**src/rtl/sb_tx_arbiter.sv**
```systemverilog
// Sideband transmit scheduler: shares one 64-bit serializer between the SBINIT
// pattern generator and two message requesters, with an idle gap after each packet.
module sb_tx_arbiter #(
  parameter int GAP_CYCLES = 4
) (
  input  logic        i_clk,
  input  logic        i_rst_n,
  input  logic        i_sb_abort,
  input  logic        i_pattern_valid,
  input  logic [63:0] i_pattern,
  input  logic        i_req0_valid,
  input  logic [63:0] i_req0_hdr,
  input  logic        i_req0_has_data,
  input  logic [63:0] i_req0_data,
  input  logic        i_req1_valid,
  input  logic [63:0] i_req1_hdr,
  input  logic        i_req1_has_data,
  input  logic [63:0] i_req1_data,
  input  logic        i_ser_done,
  output logic        o_ser_valid,
  output logic [63:0] o_ser_data,
  output logic        o_req0_ack,
  output logic        o_req1_ack,
  output logic        o_grant_id,
  output logic        o_busy
);

  localparam int CW = (GAP_CYCLES > 0) ? $clog2(GAP_CYCLES + 1) : 1;
  localparam logic [CW-1:0] GAP_LOAD = (GAP_CYCLES > 0) ? CW'(GAP_CYCLES - 1) : '0;

  typedef enum logic [2:0] {IDLE, PATTERN, HDR, DATA, GAP} state_t;

  state_t        state, state_nxt;
  logic          ser_valid_nxt;
  logic [63:0]   ser_data_nxt;
  logic          ack0_nxt, ack1_nxt;
  logic [CW-1:0] gap_cnt, gap_cnt_nxt;
  logic          rr_last, rr_last_nxt;
  logic [63:0]   cap_hdr, cap_hdr_nxt;
  logic [63:0]   cap_data, cap_data_nxt;
  logic          cap_has_data, cap_has_data_nxt;
  logic          cap_id, cap_id_nxt;
  logic          pick1;
  logic          finish;

  // On a tie, req1 wins only when req0 was the last one served.
  assign pick1      = i_req1_valid && (!i_req0_valid || !rr_last);
  assign o_grant_id = cap_id;

  always_comb begin
    state_nxt        = state;
    ser_valid_nxt    = 1'b0;
    ser_data_nxt     = '0;
    ack0_nxt         = 1'b0;
    ack1_nxt         = 1'b0;
    gap_cnt_nxt      = gap_cnt;
    rr_last_nxt      = rr_last;
    cap_hdr_nxt      = cap_hdr;
    cap_data_nxt     = cap_data;
    cap_has_data_nxt = cap_has_data;
    cap_id_nxt       = cap_id;
    finish           = 1'b0;

    case (state)
      IDLE: begin
        if (i_pattern_valid) begin
          state_nxt     = PATTERN;
          ser_valid_nxt = 1'b1;
          ser_data_nxt  = i_pattern;
        end else if (i_req0_valid || i_req1_valid) begin
          state_nxt        = HDR;
          cap_id_nxt       = pick1;
          cap_hdr_nxt      = pick1 ? i_req1_hdr : i_req0_hdr;
          cap_data_nxt     = pick1 ? i_req1_data : i_req0_data;
          cap_has_data_nxt = pick1 ? i_req1_has_data : i_req0_has_data;
          ser_valid_nxt    = 1'b1;
          ser_data_nxt     = pick1 ? i_req1_hdr : i_req0_hdr;
        end
      end
      PATTERN: begin
        ser_valid_nxt = 1'b1;
        ser_data_nxt  = o_ser_data;
        if (i_ser_done) begin
          if (i_pattern_valid) begin
            ser_data_nxt = i_pattern;
          end else begin
            state_nxt     = IDLE;
            ser_valid_nxt = 1'b0;
            ser_data_nxt  = '0;
          end
        end
      end
      HDR: begin
        ser_valid_nxt = 1'b1;
        ser_data_nxt  = cap_hdr;
        if (i_ser_done) begin
          if (cap_has_data) begin
            state_nxt    = DATA;
            ser_data_nxt = cap_data;
          end else begin
            finish = 1'b1;
          end
        end
      end
      DATA: begin
        ser_valid_nxt = 1'b1;
        ser_data_nxt  = cap_data;
        if (i_ser_done) finish = 1'b1;
      end
      GAP: begin
        if (gap_cnt == '0) state_nxt = IDLE;
        else gap_cnt_nxt = gap_cnt - 1'b1;
      end
      default: state_nxt = IDLE;
    endcase

    // Packet fully serialized: acknowledge the owner and hand the serializer back.
    if (finish) begin
      ack0_nxt      = !cap_id;
      ack1_nxt      = cap_id;
      rr_last_nxt   = cap_id;
      ser_valid_nxt = 1'b0;
      ser_data_nxt  = '0;
      gap_cnt_nxt   = GAP_LOAD;
      state_nxt     = (GAP_CYCLES > 0) ? GAP : IDLE;
    end
  end

  always_ff @(posedge i_clk) begin
    if (!i_rst_n || i_sb_abort) begin
      state        <= IDLE;
      o_ser_valid  <= 1'b0;
      o_ser_data   <= '0;
      o_req0_ack   <= 1'b0;
      o_req1_ack   <= 1'b0;
      o_busy       <= 1'b0;
      gap_cnt      <= '0;
      rr_last      <= 1'b1;
      cap_hdr      <= '0;
      cap_data     <= '0;
      cap_has_data <= 1'b0;
      cap_id       <= 1'b0;
    end else begin
      state        <= state_nxt;
      o_ser_valid  <= ser_valid_nxt;
      o_ser_data   <= ser_data_nxt;
      o_req0_ack   <= ack0_nxt;
      o_req1_ack   <= ack1_nxt;
      o_busy       <= (state_nxt != IDLE);
      gap_cnt      <= gap_cnt_nxt;
      rr_last      <= rr_last_nxt;
      cap_hdr      <= cap_hdr_nxt;
      cap_data     <= cap_data_nxt;
      cap_has_data <= cap_has_data_nxt;
      cap_id       <= cap_id_nxt;
    end
  end

endmodule

```
**config.mk**
```make
export PLATFORM = sky130hd
export DESIGN_NAME = sb_tx_arbiter
export DESIGN_NICKNAME = d
export VERILOG_FILES = /design/src/rtl/sb_tx_arbiter.sv
export SDC_FILE = /design/constraint.sdc
export NUM_CORES = 1
export LEC_CHECK = 0
export ABC_CLOCK_PERIOD_IN_PS = 5350
export CORE_MARGIN = 2
export CORE_UTILIZATION = 25
export CTS_CLUSTER_DIAMETER = 100
export CTS_CLUSTER_SIZE = 14
export DETAILED_ROUTE_END_ITERATION = 8
export SLEW_MARGIN = 20
export SYNTH_ARGS = -nofsm -noshare
export SYNTH_HDL_FRONTEND = slang
export SYNTH_SLANG_ARGS = --single-unit
```
**constraint.sdc**
```tcl
create_clock -name i_clk -period 5.35 [get_ports i_clk]
set_clock_uncertainty 0.15 [all_clocks]
set_input_delay 1.07 -clock i_clk [delete_from_list [all_inputs] [get_ports i_clk]]
set_output_delay 1.07 -clock i_clk [all_outputs]
set_load 0.005 [all_outputs]
```
==> impl_metrics.json, run 1 <==
{
  "powerDensity_nw_per_um2": 246,
  "syn2layout_area_growth_pct": 47.9,
  "cp_data_arrival_time_ns": 3.67,
  "status": "completed",
  "relSlewSlack_pct": 32.2,
  "gp_congestion": 0.749,
  "setup-violations-final": 0,
  "synth_nets": 1336,
  "critPathLaunchType": "input pin",
  "clk_latency_ns": 0.50,
  "tightest_slew_ns": 1.02,
  "drive_gt1_share_pct": 9.02,
  "grt_max_degree": 136,
  "grt_pass1_vias": 9235,
  "synth_flop_cell": "dfxtp_1",
  "register_area_um2": 4100,
  "finish.utilization_pct": 37.6,
  "core_um2": 39800,
  "antenna_found_initial": 1,
  "seq_area_frac_synth_pct": 40.6,
  "final_cells": 1867,
  "dp_cells": 1846,
  "routed_via_density": 4.84,
  "cts_made_buffers": 18,
  "postSynthCellCount": 1005,
  "grt_usage_pct": 16.0,
  "cts_tree": "yes",
  "post-cts-setup-buffers": 0,
  "synth.top_cells.by_area": "dfxtp_1 (41%), mux2i_1 (19%), a211oi_2 (8.4%)",
  "ys_types": 43,
  "nNetsFinal": 1672,
  "syn_avg_cell_area_um2": 10.1,
  "hold_violations": 0,
  "finalMaxSlewViolations": 0,
  "hpwl_um": 24400,
  "post_cts_resized": 0,
  "start_util_pct": 25.4,
  "totalWireLength_um": 35400,
  "synth_edf_count": 0,
  "max_freq_mhz": 296,
  "synth.most_common_cell": "dfxtp_1",
  "synth_area_leader_cell": "dfxtp_1",
  "ant_nets": 0,
  "synthArstFlopShare_pct": 0,
  "die-height_um": 205,
  "grt_pass1_wl_um": 52800,
  "drc": 0,
  "drt_iter0_markers": 279,
  "cts_sinks": 205,
  "leakagePower_nw": 5.55,
  "fin_setup_tns_ns": 0,
  "path_max_fanout": 33,
  "first_pass_iters": 4,
  "rsz0062_at_grt": "no",
  "num_rows": 73,
  "cp-end-kind": "register",
  "cap_violations": 0,
  "hold_path_class": "register to register",
  "synth_common_cells": "dfxtp_1 (205), mux2i_1 (193), nor2_1 (132)",
  "ir_drop_v": 0.000134,
  "path_class": "input pin to register",
  "dr_total_vias": 9034,
  "hold_buffers": 0,
  "numPortBuffers": 397,
  "yosys.area.top_type_share_pct": 40.6,
  "synthesis.area_um2": 10100,
  "multiInputGateArea_um2": 5470,
  "yosys_warnings": 0,
  "synth-seq-cells": 205,
  "pin_count": 398,
  "cts-root-buf": "clkbuf_16",
  "fillCellCount": 4106,
  "worstPathRequired_ns": 5.64,
  "clockBufferDepth": 3,
  "wl_per_cell_um": 18.9,
  "period_needed_ns": 3.38,
  "period_share_pct": 63.2,
  "overflow": 0,
  "die_area_um2": 42100,
  "htreeDepth": 1,
  "clk_pin_slew_worst_paths_ns": 0.07,
  "die_x_um": 205
}
[cells by family (layout without fill, tap and decap cells)]
group	count (synthesis)	in the layout	synth area share [%]
buffers and inverters	107	443	5.93
flip-flops	205	205	40.6
XOR/XNOR	2	2	0.173
other	0	1	0
AND/OR/NAND/NOR	221	221	8.73
adder cells (fa/ha/maj)	2	2	0.247
AO/OA/AOI/OAI	275	275	25.2
multiplexers	193	193	19.1
[power by group]
group,internal (W),switching (W),leakage [nW]
sequential,0.00160,0.0000399,1.67
clock,0.000629,0.000588,0.234
combinational,0.000442,0.000378,3.65
total,0.00267,0.00101,5.55
[flip-flops by register name, summed over array words and instances, names as in the netlist]
name,flops
cap_has_data,1
o_ser_valid,1
o_req0_ack,1
cap_hdr,64
cap_data,64
o_req1_ack,1
o_ser_data,64
o_busy,1
o_grant_id,1
gap_cnt,3
rr_last,1
state,3
[worst max-delay path: stages]
cell             delay (ns)
clkdlybuf4s50_1        0.51
nor2b_1                0.30
o211a_1                0.26
and2_2                 0.73
buf_4                  0.51
a22o_1                 0.20
[per-stage QoR]
stage	setup slack (ns)	instance area, µm²	total power [W]	hold WS [ns]
5_1_grt	1.81	15000	0.00384	0.346
2_1_floorplan	2.85	10100	0.00209	0.305
4_1_cts	1.96	15000	0.00374	0.333
3_5_place_dp	1.43	14500	0.00250	0.314
6_report	1.97	15000	0.00367	0.329
3_3_place_gp	1.48	14500	0.00249	0.310
[final cells by class]
type / count / area share (%)
diodes: 1 / 0.0167
clock buffers: 19 / 3.18
clock inverters: 1 / 0.0502
inverters: 5 / 0.125
multi-input cells: 693 / 36.6
flip-flops and latches: 205 / 27.4
well taps: 525 / 4.39
repair buffers: 418 / 28.2
[worst paths after layout]
check,slack (ns),from,endpoint,cells after the start
max reg2reg,2.62,state[1],cap_data[19],5
max,1.97,i_rst_n,o_ser_data[9],6
min reg2reg,0.33,o_ser_data[24],o_ser_data[24],1
min,0.33,o_ser_data[24],o_ser_data[24],1
[cells in the final DEF (no fill, tap or decap), types with 2 or more instances in the layout]
cell / count
nor3_1: 3
a211oi_1: 61
buf_12: 7
mux2i_1: 193
a211oi_2: 68
buf_4: 14
a21oi_1: 5
nor2b_1: 3
inv_1: 5
nand2_1: 69
dfxtp_1: 205
a31oi_1: 2
ha_1: 2
clkbuf_16: 19
clkdlybuf4s50_1: 397
nor2_1: 132
a22o_1: 63
o221ai_1: 63
nand3_1: 2
o21ai_0: 2
[metal layers]
layer	track usage, %	part of all wire (%)	up-vias
met5	0	0	-
met4	4.52	2.7	0
met2	28.4	48	287
met1	19.3	42	4256
met3	3.44	6.8	52
li1	-	-	4439
(Power assumes the default switching activity.)
==> run 2, diff against run 1 <==
--- a/config.mk
+++ b/config.mk
@@ -5,7 +5,7 @@
 export SDC_FILE = /design/constraint.sdc
 export NUM_CORES = 1
 export LEC_CHECK = 0
-export ABC_CLOCK_PERIOD_IN_PS = 5350
+export ABC_CLOCK_PERIOD_IN_PS = 3400
 export CORE_MARGIN = 2
 export CORE_UTILIZATION = 25
 export CTS_CLUSTER_DIAMETER = 100
==> constraint.sdc (replaced) <==
create_clock -name i_clk -period 3.4 [get_ports i_clk]
set_clock_uncertainty 0.15 [all_clocks]
set_input_delay 0.68 -clock i_clk [delete_from_list [all_inputs] [get_ports i_clk]]
set_output_delay 0.68 -clock i_clk [all_outputs]
set_load 0.005 [all_outputs]
==> run 2 against run 1 <==
  * Power up 61%
  * Critical path type unchanged
  * Wire length is 0.16% lower
  * Clock-buffer cell count increased by 1
  * Sequential share of layout area fell by 0.51 points
  * Highest routed layer unchanged
  * Utilization is 0.71 points higher
==> impl_metrics.json, run 2 (synthesized netlist as in run 1, its figures left out) <==
{
  "status": "completed",
  "antenna_cells": 0,
  "start_util_pct": 25.4,
  "setup-violations-final": 0,
  "period_needed_ns": 2.57,
  "finalMaxSlewViolations": 0,
  "multiInputGateArea_um2": 5470,
  "dr_total_vias": 9184,
  "fillCellCount": 4060,
  "cts_tree": "yes",
  "die_x_um": 205,
  "critPathLaunchType": "input pin",
  "hold_violations": 0,
  "die_area_um2": 42100,
  "wl_per_cell_um": 18.6,
  "period_share_pct": 75.7,
  "totalWireLength_um": 35300,
  "clk_pin_slew_worst_paths_ns": 0.07,
  "routed_via_density": 4.85,
  "holdWs_ns": 0.329,
  "cts-root-buf": "clkbuf_16",
  "path_max_fanout": 21,
  "syn2layout_area_growth_pct": 50.7,
  "relSlewSlack_pct": 40.6,
  "num_rows": 73,
  "ir_drop_v": 0.000268,
  "final_common_cell": "clkdlybuf4s50_1",
  "grt_usage_pct": 16.1,
  "clk_latency_ns": 0.49,
  "reg_top3": "cap_data: 64 flops, cap_hdr: 64 flops, o_ser_data: 64 flops",
  "cp_data_arrival_time_ns": 2.81,
  "max_freq_mhz": 389,
  "hpwl_um": 25400,
  "final_cell_mix": "clkdlybuf4s50_1 (397), dfxtp_1 (205), mux2i_1 (193), nor2_1 (132), nand2_1 (69)",
  "path_class": "input pin to register",
  "cts_made_buffers": 18,
  "core_um2": 39800,
  "drt_iter0_markers": 329,
  "grt_pass1_wl_um": 53600,
  "gp_congestion": 0.786,
  "fin_setup_tns_ns": 0,
  "clockBufferDepth": 3,
  "die-height_um": 205,
  "numPortBuffers": 397,
  "htreeDepth": 1,
  "first_pass_iters": 5,
  "worstPathRequired_ns": 3.63,
  "leakagePower_nw": 5.73,
  "cp-end-kind": "register",
  "cap_violations": 0,
  "overflow": 0,
  "drive_gt1_share_pct": 10.9,
  "ant_nets": 0,
  "post_cts_resized": 0,
  "cts_sinks": 205,
  "hold_path_class": "register to register",
  "hold_buffers": 0,
  "p_total_w": 0.00590,
  "tightest_slew_ns": 0.892,
  "pin_count": 398,
  "nNetsFinal": 1700,
  "register_area_um2": 4100,
  "finish.utilization_pct": 38.3,
  "powerDensity_nw_per_um2": 387,
  "grt_pass1_vias": 9346,
  "post-cts-setup-buffers": 0,
  "rsz0062_at_grt": "no",
  "grt_max_degree": 133,
  "antenna_found_initial": 0,
  "drc": 0
}
run 2: layout make-up:
type,count,area share (%)
sequential,205,26.9
timing repair buffer,446,29.4
multi-input combinational,693,35.9
clock buffer,20,3.14
inverter,5,0.123
tap,525,4.31
clock inverter,1,0.197
run 2: metal layers:
layer | up-vias | share of wire (%) | track usage [%] | routed length, µm
li1 | 4501 | - | - | -
met1 | 4380 | 43 | 20.3 | 15300
met2 | 267 | 49 | 28.6 | 17200
met3 | 36 | 5.8 | 2.77 | 2050
met4 | 0 | 2.0 | 3.78 | 711
met5 | - | 0 | 0 | 0
run 2: worst paths after layout:
| path | startpoint | cells after the start | slack [ns] | to |
|---|---|---|---|---|
| worst max-delay path | i_req1_valid | 7 | 0.83 | o_ser_data[51] |
| worst min-delay path | o_ser_data[22] | 1 | 0.33 | o_ser_data[22] |
| worst max register to register | state[0] | 6 | 1.11 | cap_data[62] |
| worst min register to register | o_ser_data[22] | 1 | 0.33 | o_ser_data[22] |
run 2: worst max-delay path, cell delays in order:
cell	delay, ns
clkdlybuf4s50_1	0.59
a21boi_4	0.37
buf_12	0.24
buf_4	0.21
mux2i_1	0.31
o221ai_1	0.16
a22o_1	0.22
run 2: power breakdown:
group          switching (W)  total [W]  internal [W]
Clock               0.000925    0.00199       0.00107
Combinational       0.000602    0.00133      0.000731
Sequential         0.0000647    0.00258       0.00251
Total                0.00159    0.00590       0.00431
run 2: per-stage QoR:
stage | setup slack, ns | cell area, µm² | std cells
6_report | 0.828 | 15200 | 1895
5_1_grt | 0.701 | 15200 | 1895
4_1_cts | 0.836 | 15200 | 1895
3_5_place_dp | 0.313 | 14700 | 1874
3_3_place_gp | 0.363 | 14700 | 1874
2_1_floorplan | 1.29 | 10100 | 1005
==> run 3, diff against run 2 <==
--- a/config.mk
+++ b/config.mk
@@ -5,7 +5,7 @@
 export SDC_FILE = /design/constraint.sdc
 export NUM_CORES = 1
 export LEC_CHECK = 0
-export ABC_CLOCK_PERIOD_IN_PS = 3400
+export ABC_CLOCK_PERIOD_IN_PS = 2600
 export CORE_MARGIN = 2
 export CORE_UTILIZATION = 25
 export CTS_CLUSTER_DIAMETER = 100
==> constraint.sdc (replaced) <==
create_clock -name i_clk -period 2.6 [get_ports i_clk]
set_clock_uncertainty 0.15 [all_clocks]
set_input_delay 0.52 -clock i_clk [delete_from_list [all_inputs] [get_ports i_clk]]
set_output_delay 0.52 -clock i_clk [all_outputs]
set_load 0.005 [all_outputs]
==> run 3 against run 2 <==
  * Utilization grew 1.7 points
  * Worst hold slack worse by 0.0027 ns
  * Sequential share of layout area fell by 1.1 points
  * Non-clock buffer count increased by 77
  * Cell count rose by 4.0%
  * Power rose by 31%
  * Largest power group unchanged
==> impl_metrics.json, run 3 (synthesized netlist as in run 1, its figures left out) <==
{
  "relSlewSlack_pct": 67.2,
  "final_common_cell": "clkdlybuf4s50_1",
  "nNetsFinal": 1777,
  "antenna_cells": 0,
  "post-place-ws_ns": -0.0739,
  "dp_cells": 1951,
  "cts_made_buffers": 18,
  "critical_path.max_stage_delay_ns": 0.48,
  "clockBufferDepth": 3,
  "reg_top3": "cap_data: 64 flops, cap_hdr: 64 flops, o_ser_data: 64 flops",
  "leakagePower_nw": 6.13,
  "clk_pin_slew_worst_paths_ns": 0.07,
  "grt_pass1_wl_um": 53600,
  "cp-end-kind": "register",
  "path_class": "input pin to register",
  "period_share_pct": 83.2,
  "cpMaxStageDelayCell": "clkdlybuf4s50_1",
  "post-cts-setup-buffers": 0,
  "routed_via_density": 4.79,
  "rr_startpoint": "state[1]",
  "rsz0062_at_grt": "no",
  "r2r-end": "cap_data[5]",
  "holdWs_ns": 0.327,
  "setup-violations-final": 0,
  "period_needed_ns": 2.16,
  "hpwl_um": 26100,
  "totalWireLength_um": 34600,
  "cts-root-buf": "clkbuf_16",
  "status": "completed",
  "hold_violations": 0,
  "clk_latency_ns": 0.49,
  "tightest_slew_ns": 0.492,
  "hold_depth": 1,
  "final_cells": 1971,
  "hold_end": "o_ser_data[23]",
  "worstPathRequired_ns": 2.83,
  "crit_family": "buffers and inverters",
  "htreeDepth": 1,
  "wl_per_cell_um": 17.5,
  "p_total_w": 0.00771,
  "die_x_um": 205,
  "post_cts_resized": 0,
  "start_util_pct": 25.4,
  "antenna_found_initial": 0,
  "ant_nets": 0,
  "drive_gt1_share_pct": 15.6,
  "r2r_cells": 6,
  "fin_setup_tns_ns": 0,
  "cap_violations": 0,
  "r2r_slack_ns": 0.56,
  "hold_path_class": "register to register",
  "die-height_um": 205,
  "dr_total_vias": 9448,
  "path_max_fanout": 26,
  "first_pass_iters": 5,
  "grt_max_degree": 77,
  "drc": 0,
  "critPathLaunchType": "input pin",
  "gp_congestion": 0.789,
  "grt_pass1_vias": 9824,
  "hold_buffers": 0,
  "core_um2": 39800,
  "worstHoldStart": "o_ser_data[23]",
  "syn2layout_area_growth_pct": 57.2,
  "grt_usage_pct": 15.9,
  "final.setup.worst_slack_ns": 0.436,
  "num_rows": 73,
  "die_area_um2": 42100,
  "cts_sinks": 205,
  "max_freq_mhz": 462,
  "crit_chain": "clkdlybuf4s50_1, a21boi_4, buf_12, buf_4, mux2i_1, o221ai_1, a22o_1",
  "final_cell_mix": "clkdlybuf4s50_1 (397), dfxtp_1 (205), mux2i_1 (193), nor2_1 (132), buf_4 (106)",
  "pin_count": 398,
  "ir_drop_v": 0.000273,
  "drt_iter0_markers": 356,
  "cp_data_arrival_time_ns": 2.39,
  "crit_buf_inv": 3,
  "cts_tree": "yes",
  "numPortBuffers": 397,
  "overflow": 0,
  "finalMaxSlewViolations": 0,
  "powerDensity_nw_per_um2": 485
}
## run 3: worst max path at each step
stage	start	to	slack [ns]	cells after the start
global placement	i_req1_valid	cap_data[26]	-0.003	7
floorplan	i_req1_valid	o_ser_data[26]	0.65	6
finish	i_req1_valid	o_ser_data[15]	0.44	7
detailed placement	i_req1_valid	o_ser_data[37]	-0.07	7
CTS	o_ser_data[0]	o_ser_data[0]	0.42	1
global route	i_req1_valid	o_ser_data[46]	0.33	7
## run 3: layout make-up
class	instances	area [µm²]
inverters	5	18.8
multi-input cells	693	5470
fillers	3978	23900
clock inverters	1	7.51
repair buffers	523	5170
well taps	525	657
clock buffers	19	475
flip-flops and latches	205	4100
## run 3: per-stage QoR
step / instance area, µm² / utilization [%]
global placement: 15400 / 38.7
CTS: 15900 / 39.9
global route: 15900 / 39.9
finish: 15900 / 39.9
floorplan: 10100 / -
detailed placement: 15400 / 38.7
## run 3: layer usage
metal	global-route usage [%]	up-vias	share of wire, %
met4	3.85	0	1.9
met1	19.8	4465	43
met5	0	-	0
met2	28.8	294	50
li1	-	4651	-
met3	2.24	38	5.8
## run 3: where the power goes
part	switching, W	internal (W)
clock	0.00116	0.00129
sequential	0.0000841	0.00329
combinational	0.000810	0.00108
total	0.00205	0.00566
